<file path="config.mk">
export PLATFORM = sky130hd
export DESIGN_NAME = mem_op_arbiter
export DESIGN_NICKNAME = d
export VERILOG_FILES = /design/src/rtl/mem_op_pkg.sv /design/src/rtl/sat_counter.sv /design/src/rtl/mem_op_arbiter.sv
export SDC_FILE = /design/constraint.sdc
export NUM_CORES = 1
export LEC_CHECK = 0
export ABC_AREA = 0
export CAP_MARGIN = 20
export CORE_AREA = 2 2 180 182
export CTS_BUF_LIST = sky130_fd_sc_hd__clkbuf_4 sky130_fd_sc_hd__clkbuf_8
export CTS_CLUSTER_DIAMETER = 80
export CTS_CLUSTER_SIZE = 24
export DETAILED_ROUTE_END_ITERATION = 8
export DIE_AREA = 0 0 182 184
export PLACE_DENSITY = 0.42
export SETUP_SLACK_MARGIN = 0.02
export SKIP_LAST_GASP = 1
export SYNTH_ARGS = -nofsm -noshare
export SYNTH_HDL_FRONTEND = slang
export SYNTH_SLANG_ARGS = --single-unit
</file>
<file path="constraint.sdc">
create_clock -name clock -period 6.1 [get_ports clock]
set_input_delay 0.915 -clock clock [delete_from_list [all_inputs] [get_ports clock]]
set_output_delay 0.915 -clock clock [all_outputs]
set_load 0.1 [all_outputs]
</file>
<file path="src/rtl/mem_op_pkg.sv">
// Shared types and constants for the memory-op arbiter slice.
// Holds bus widths, field offsets of the resend / core op words,
// the memOp payload struct and the arbiter state encoding.
package mem_op_pkg;

    localparam int unsigned DEST_W    = 4;
    localparam int unsigned TYPE_W    = 4;
    localparam int unsigned DATA_W    = 32;
    localparam int unsigned DC_ADDR_W = 26;

    localparam int unsigned MEMOP_W  = 36;
    localparam int unsigned RESEND_W = 40;
    localparam int unsigned WD_W     = 128;

    // Field offsets within the resend word and the core/memOp data word
    localparam int unsigned RS_DEST_LSB = 36;
    localparam int unsigned RS_TYPE_LSB = 32;
    localparam int unsigned RD_BIT      = 28;
    localparam int unsigned RETRY_BIT   = 31;

    localparam logic [DEST_W-1:0] DC_DEST = 4'h0;

    typedef struct packed {
        logic [DEST_W-1:0] dest;
        logic [DATA_W-1:0] data;
    } mem_op_t;

    typedef enum logic {
        ARB   = 1'b0,
        FLUSH = 1'b1
    } arb_state_e;

endpackage

</file>
<file path="src/rtl/sat_counter.sv">
// Saturating up-counter with synchronous clear.
// Ports: clock, reset (sync, active-high), inc (count up), clear (to zero,
// wins over inc), count (current value, sticks at MAX).
module sat_counter #(
    parameter int unsigned W   = 16,
    parameter logic [W-1:0] MAX = '1
) (
    input  logic         clock,
    input  logic         reset,
    input  logic         inc,
    input  logic         clear,
    output logic [W-1:0] count
);

    always_ff @(posedge clock) begin
        if (reset || clear) begin
            count <= '0;
        end else if (inc && (count != MAX)) begin
            count <= count + W'(1);
        end
    end

endmodule

</file>
<file path="src/rtl/mem_op_arbiter.sv">
// Merges display-controller reads, resend-queue retries and core ops into
// the single memOp queue and writeData queue feeding the coherent memory FSM.
// Fixed priority dc > rs > core, with a starved core op winning once. A core
// flush is followed by its WD_BEATS write-data beats before any further
// memOp grant, so op/data pairs are never interleaved downstream.
// Ports: FWFT source FIFOs (dc*, rs*, core*, coreWd*) with pop strobes
// rdDC/rdRS/rdCore/rdCoreWd; downstream push wrMemOp/memOpOut and
// wrWriteData/writeDataOut gated by the *Qfull flags; grantCnt* debug counters.
// All strobes and data are combinational (zero-latency grant).
module mem_op_arbiter
    import mem_op_pkg::*;
#(
    parameter int unsigned STARVE_LIMIT = 8,
    parameter int unsigned WD_BEATS     = 2,
    parameter int unsigned CNT_W        = 16
) (
    input  logic                 clock,
    input  logic                 reset,
    input  logic                 dcEmpty,
    output logic                 rdDC,
    input  logic [DC_ADDR_W-1:0] dcAddr,
    input  logic                 rsEmpty,
    output logic                 rdRS,
    input  logic [RESEND_W-1:0]  rsIn,
    input  logic                 coreEmpty,
    output logic                 rdCore,
    input  logic [DEST_W-1:0]    coreDest,
    input  logic [DATA_W-1:0]    coreData,
    input  logic                 coreWdEmpty,
    output logic                 rdCoreWd,
    input  logic [WD_W-1:0]      coreWdIn,
    input  logic                 memOpQfull,
    output logic                 wrMemOp,
    output logic [MEMOP_W-1:0]   memOpOut,
    input  logic                 writeDataQfull,
    output logic                 wrWriteData,
    output logic [WD_W-1:0]      writeDataOut,
    output logic [CNT_W-1:0]     grantCntDC,
    output logic [CNT_W-1:0]     grantCntRS,
    output logic [CNT_W-1:0]     grantCntCore
);

    localparam int unsigned STARVE_W = $clog2(STARVE_LIMIT + 1);
    localparam int unsigned BEAT_W   = (WD_BEATS > 1) ? $clog2(WD_BEATS) : 1;

    arb_state_e          state_q, state_d;
    logic [BEAT_W-1:0]   beat_q, beat_d;
    logic [STARVE_W-1:0] starve_cnt;
    logic                dc_cand, rs_cand, core_cand;
    logic                grant_dc, grant_rs, grant_core;
    mem_op_t             op;

    // Type field of resend entries and the retry bit are carried but not acted on
    logic [TYPE_W-1:0] unused_rs_type;
    logic              unused_retry;
    assign unused_rs_type = rsIn[RS_TYPE_LSB +: TYPE_W];
    assign unused_retry   = coreData[RETRY_BIT];

    // A flush can only be granted when its first beat has room downstream
    assign dc_cand   = ~dcEmpty;
    assign rs_cand   = ~rsEmpty;
    assign core_cand = ~coreEmpty & (coreData[RD_BIT] | ~writeDataQfull);

    // State register
    always_ff @(posedge clock) begin
        if (reset) begin
            state_q <= ARB;
            beat_q  <= '0;
        end else begin
            state_q <= state_d;
            beat_q  <= beat_d;
        end
    end

    // Next state, grants and write-data forwarding; everything idles during reset
    always_comb begin
        state_d      = state_q;
        beat_d       = beat_q;
        grant_dc     = 1'b0;
        grant_rs     = 1'b0;
        grant_core   = 1'b0;
        rdCoreWd     = 1'b0;
        wrWriteData  = 1'b0;
        writeDataOut = '0;
        op           = '0;
        case (state_q)
            ARB: begin
                if (!reset && !memOpQfull) begin
                    if (core_cand && (starve_cnt == STARVE_W'(STARVE_LIMIT))) begin
                        grant_core = 1'b1;
                    end else if (dc_cand) begin
                        grant_dc = 1'b1;
                    end else if (rs_cand) begin
                        grant_rs = 1'b1;
                    end else if (core_cand) begin
                        grant_core = 1'b1;
                    end
                end
                if (grant_dc) begin
                    op.dest = DC_DEST;
                    op.data = DATA_W'(dcAddr);
                end else if (grant_rs) begin
                    op.dest = rsIn[RS_DEST_LSB +: DEST_W];
                    op.data = rsIn[DATA_W-1:0];
                end else if (grant_core) begin
                    op.dest = coreDest;
                    op.data = coreData;
                    if (!coreData[RD_BIT]) begin
                        state_d = FLUSH;
                        beat_d  = '0;
                    end
                end
            end
            FLUSH: begin
                if (!reset && !coreWdEmpty && !writeDataQfull) begin
                    rdCoreWd     = 1'b1;
                    wrWriteData  = 1'b1;
                    writeDataOut = coreWdIn;
                    if (beat_q == BEAT_W'(WD_BEATS - 1)) begin
                        state_d = ARB;
                        beat_d  = '0;
                    end else begin
                        beat_d = beat_q + BEAT_W'(1);
                    end
                end
            end
            default: state_d = ARB;
        endcase
    end

    assign rdDC     = grant_dc;
    assign rdRS     = grant_rs;
    assign rdCore   = grant_core;
    assign wrMemOp  = grant_dc | grant_rs | grant_core;
    assign memOpOut = op;

    // Core loses an arbitration only when it was eligible and someone else won
    sat_counter #(.W(STARVE_W), .MAX(STARVE_W'(STARVE_LIMIT))) u_starve (
        .clock (clock),
        .reset (reset),
        .inc   (core_cand & (grant_dc | grant_rs)),
        .clear (grant_core),
        .count (starve_cnt)
    );

    sat_counter #(.W(CNT_W)) u_cnt_dc (
        .clock (clock),
        .reset (reset),
        .inc   (grant_dc),
        .clear (1'b0),
        .count (grantCntDC)
    );

    sat_counter #(.W(CNT_W)) u_cnt_rs (
        .clock (clock),
        .reset (reset),
        .inc   (grant_rs),
        .clear (1'b0),
        .count (grantCntRS)
    );

    sat_counter #(.W(CNT_W)) u_cnt_core (
        .clock (clock),
        .reset (reset),
        .inc   (grant_core),
        .clear (1'b0),
        .count (grantCntCore)
    );

endmodule

</file>
After elaboration in Yosys (flattened, before gate mapping):

Cells that the tools add are included.

* register bits after elaboration: 54
* input port bits: 238
* output and inout bits: 218
* logic and storage cells: 83

* add/sub/neg operators: 5
* eq/ne operators: 10
* multiplexer cells: 40
* bitwise operators: 8
* reductions and logical operators: 14

Operators with widths (number)
* two-way mux 128 bit: 2
* two-way mux 36 bit: 4
* adder 16 x 1 -> 16 bit, second input constant: 3
* != test 16 bit, second input constant: 3
* two-way mux 1 bit: 32
* logical AND 1 bit: 8
* != test 2 bit, second input constant: 4
* AND reduction 5 bit: 1
* adder 4 x 1 -> 4 bit, second input constant: 1
* == test 4 bit, second input constant: 1
* logical NOT 1 bit: 4
* != test 4 bit, second input constant: 1
* case mux 1 bit (2 select lines): 2
* inverter 1 bit: 3
* bitwise OR 1 bit: 3
* bitwise AND 1 bit: 2
* != test 2 x 1 -> 1 bit, second input constant: 1
* adder 1 bit, second input constant: 1
* logical OR 1 bit: 1

Logic depth before layout (Yosys ltp):

* depth after elaboration: 13
* mapped depth: 9

By module:

From an unflattened synthesis, not the netlist that was laid out.

* cell total of the unflattened synthesis: 572
* area total of the unflattened synthesis: 4535.6 um^2

By module, submodules not included
* sat_counter at u_cnt_core ...: instances 3, cells an instance 95, area an instance 847.1 um^2, sequential area each 320.3 um^2
* mem_op_arbiter: instances 1, cells an instance 262, area an instance 1770.4 um^2, sequential area each 40.0 um^2
* sat_counter at u_starve: instances 1, cells an instance 25, area an instance 224.0 um^2, sequential area each 80.1 um^2

Least setup slack after synthesis:

OpenSTA, ideal clock, no wires.

* path kind: in2out
* start point: in coreData[28]
* end point: out memOpOut[10]
* data arrival time: 4.317 ns
* path slack: 0.868 ns
* stages on the path: 6
* path buffers: 1
* cell sequence: and2b_1 > or4_1 > a21oi_2 > clkbuf_1 > a22oi_1 > o21ai_0

* word-level cells in the longest chain between the ends: 12

RTL lines
* start: declaration: line mem_op_arbiter.sv:28 `input logic [DATA_W-1:0] coreData,`
* bitwise OR 1 bit *: line mem_op_arbiter.sv:62 `assign core_cand = ~coreEmpty & (coreData[RD_BIT] | ~writeDataQfull);`
* bitwise AND 1 bit *: line mem_op_arbiter.sv:62
* two-way mux 1 bit: line mem_op_arbiter.sv:95 `end else if (core_cand) begin`
* two-way mux 1 bit: line mem_op_arbiter.sv:93 `end else if (rs_cand) begin`
* two-way mux 1 bit: line mem_op_arbiter.sv:91 `end else if (dc_cand) begin`
* two-way mux 1 bit: line mem_op_arbiter.sv:89 `if (core_cand && (starve_cnt == STARVE_W'(STARVE_LIMIT))) begin`
* two-way mux 1 bit: line mem_op_arbiter.sv:88 `if (!reset && !memOpQfull) begin`
* two-way mux 1 bit: line mem_op_arbiter.sv:86 `case (state_q)`
* two-way mux 36 bit: line mem_op_arbiter.sv:105 `end else if (grant_core) begin`
* two-way mux 36 bit: line mem_op_arbiter.sv:102 `end else if (grant_rs) begin`
* two-way mux 36 bit *: line mem_op_arbiter.sv:99 `if (grant_dc) begin`
* two-way mux 36 bit *: line mem_op_arbiter.sv:86
* end: declaration: line mem_op_arbiter.sv:34 `output logic [MEMOP_W-1:0] memOpOut,`

Every way passes the cells marked *; elsewhere a longest branch is shown, timed or not. The select of a mux whose other input is x is not followed.

Worst setup path in the final report:

* start point: in coreData[28]
* end point: out memOpOut[5]

The elaborated chain is that of the path after synthesis.

==> impl_metrics.tcl <==
set metrics [dict create \
    status "complete, no violations" \
    cts_hold_buf 0 \
    post_cts_buffers 0 \
    cts_tree "done" \
    async_reset_ff_frac 0 \
    grt_usage 0.147 \
    final_core_util 0.282 \
    irDropWorstVdd_mv 0.0879 \
    clock_path_buffers 2 \
    final_cell_mix "295 x clkdlybuf4s50_1, 166 x buf_4, 134 x and2_1" \
    setup_viol 0 \
    die_h_um 184 \
    syn_area_per_cell_sq_um 7.13 \
    hold_viol 0 \
    skew_ps 13.6 \
    power_density_nw_per_um2 98.9 \
    ys_types 45 \
    hold_ws_ps 502 \
    synth_edf_count 0 \
    grt_pass1_vias 5682 \
    remaining_drc_errors 0 \
    syn2layout_area_growth_pct 111 \
    place_hpwl_mm 22.3 \
    grt_pass1_wl_mm 36.9 \
    clock_sinks 54 \
    top_layer "met4" \
    cap_violations 0 \
    final.setup.tns_ps 0 \
    cpPeakStageDelay_ps 710 \
    hp-class "register to register" \
    layout-drive-gt1-share 0.179 \
    stdcell_count 1424 \
    synth_seq_cells 54 \
    netlist_area_sq_um 4200 \
    die_w_um 182 \
    maxSlewHeadroom 0.273 \
    drv_slew 0 \
    clk_latency_ps 320 \
    io_pins 456 \
    cts_made_buffers 5 \
    nets 1261 \
    met2_length_mm 14.6 \
    cts_resized 0 \
    dieArea_sq_um 33500 \
    place_inst 1413 \
    overflow 0 \
    required_ps 5180 \
    drt_pre_antenna_iters 4 \
    grt_setup_unrepaired "no" \
    period_share 0.786 \
    synth_top_area_share 0.257 \
    period_needed_ps 4790 \
    drt-total-wl_mm 26.4 \
    yosysSeqAreaShare 0.257 \
    start_util 0.134 \
    drtAntennaViolNets 0 \
    fillerInstances 3483 \
    crit_fanout 16 \
    arrival_ps 3880 \
    via_count 5679 \
    htree_num_levels 2 \
    worst_setup_path_start_kind "input port" \
    tightest_slew_ps 1090 \
    synth_flop_cell "dfxtp_1" \
    grt_max_degree 65 \
    core_area_sq_um 31400 \
    critPathCaptureType "output pin" \
    wl_met1_mm 10.0 \
    gp_congestion 0.747 \
    worst_path_max_delay_cell "nor3_4" \
    wl_met3_mm 1.36 \
    path_clk_slew_ps 100 \
    netlist_instances 589 \
    synth_nets 832 \
    antenna_found_initial 4 \
    routedWlPerCell_um 18.5 \
    cts-root-buf "clkbuf_8" \
    io_buffer_count 451 \
    yosys.area.top_type "dfxtp_1" \
    final_common_cell "clkdlybuf4s50_1" \
    yosys_warnings 0 \
    avgViaCountPerCell 3.99 \
    path_cells "clkdlybuf4s50_1 -> and2b_1 -> o311ai_1 -> nor3_4 -> buf_4 -> a22oi_1 -> o21ai_0 -> buf_4" \
    cp_common_cell "buf_4" \
    p_leak_nw 3.49 \
    max_freq_ghz 0.209 \
    synth_area_leaders "dfxtp_1 26%, and2_1 20%, a22oi_1 6.6%" \
    rows 65 \
    criticalPathCategory "input port to output pin" \
    drt_iter0_drc 234 \
]
## per-layer routing
metal,vias to the layer above,global-route usage
li1,2886,-
met1,2544,0.164
met2,233,0.284
met3,16,0.0279
met4,0,0.0358
met5,-,0
## layout make-up
class	instances	area [sq um]	area share
Multi-Input combinational cell	481	2930	0.330
Tap cell	402	503	0.0567
Sequential cell	54	1080	0.122
Inverter	14	52.6	0.00593
Clock inverter	2	13.8	0.00155
Clock buffer	6	76.3	0.00861
Timing Repair Buffer	462	4200	0.474
Antenna cell	3	7.51	0.000847
## synthesized netlist by cell type (all sizes together) (5+ instances only)
cell and instances:
nand2 52, or3 11, nor2 58, a21oi 15, inv 14, xnor2 15, nor4 10, and2 134
and3 7, xor2 11, o2111ai 7, clkbuf 36, dfxtp 54, o21ai 36, mux2i 10, a22oi 37
ha 5, nor3 16, nand4 11, nand3 12
## power by group
| group | internal, mW | leakage, nW | switching (mW) |
|---|---|---|---|
| Clock | 0.0860 | 0.0486 | 0.126 |
| Combinational | 0.158 | 3.01 | 0.152 |
| Sequential | 0.354 | 0.435 | 0.00169 |
| Total | 0.598 | 3.49 | 0.280 |
## metrics by stage
| step | power (mW) | setup WS, ps | instance area [sq um] |
|---|---|---|---|
| 6_report | 0.877 | 1310 | 8870 |
| 5_1_grt | 0.922 | 1050 | 8870 |
| 4_1_cts | 0.893 | 1210 | 8860 |
| 3_5_place_dp | 0.675 | 1220 | 8770 |
| 3_3_place_gp | 0.674 | 1200 | 8770 |
| 2_1_floorplan | 0.490 | 868 | 4200 |
## worst paths after layout
kind | from | end | slack [ps] | cells after the start
worst min-delay path | u_starve.count[1]$_SDFFE_PP0P_ | u_starve.count[1]$_SDFFE_PP0P_ | 500 | 2
worst max-delay path | coreData[28] | memOpOut[5] | 1310 | 8
worst max register to register | u_starve.count[0]$_SDFFE_PP0P_ | u_cnt_rs.count[2]$_SDFFE_PP0P_ | 3770 | 7
worst min register to register | u_starve.count[1]$_SDFFE_PP0P_ | u_starve.count[1]$_SDFFE_PP0P_ | 500 | 2
## worst max-delay path: cells and delay by family
family	cells	cell delay (ps)
AO/OA/AOI/OAI	3	630
buffers and inverters	3	1210
AND/OR/NAND/NOR	2	1090
## flip-flops by register name, summed over array words and instances, names as in the netlist
| signal | count |
|---|---|
| u_cnt_core.count | 16 |
| u_cnt_dc.count | 16 |
| u_cnt_rs.count | 16 |
| u_starve.count | 4 |
| beat_q | 1 |
| state_q | 1 |
## cells by family after synthesis
logic type | count (synthesis) | share of synthesized area
flops | 54 | 0.257
mux | 12 | 0.0292
simple gates | 331 | 0.426
xor+xnor | 26 | 0.0542
fa+ha+maj | 5 | 0.0149
compound gates | 107 | 0.166
buf+inv | 54 | 0.0521
No activity file was read; power rests on OpenSTA's default activity.
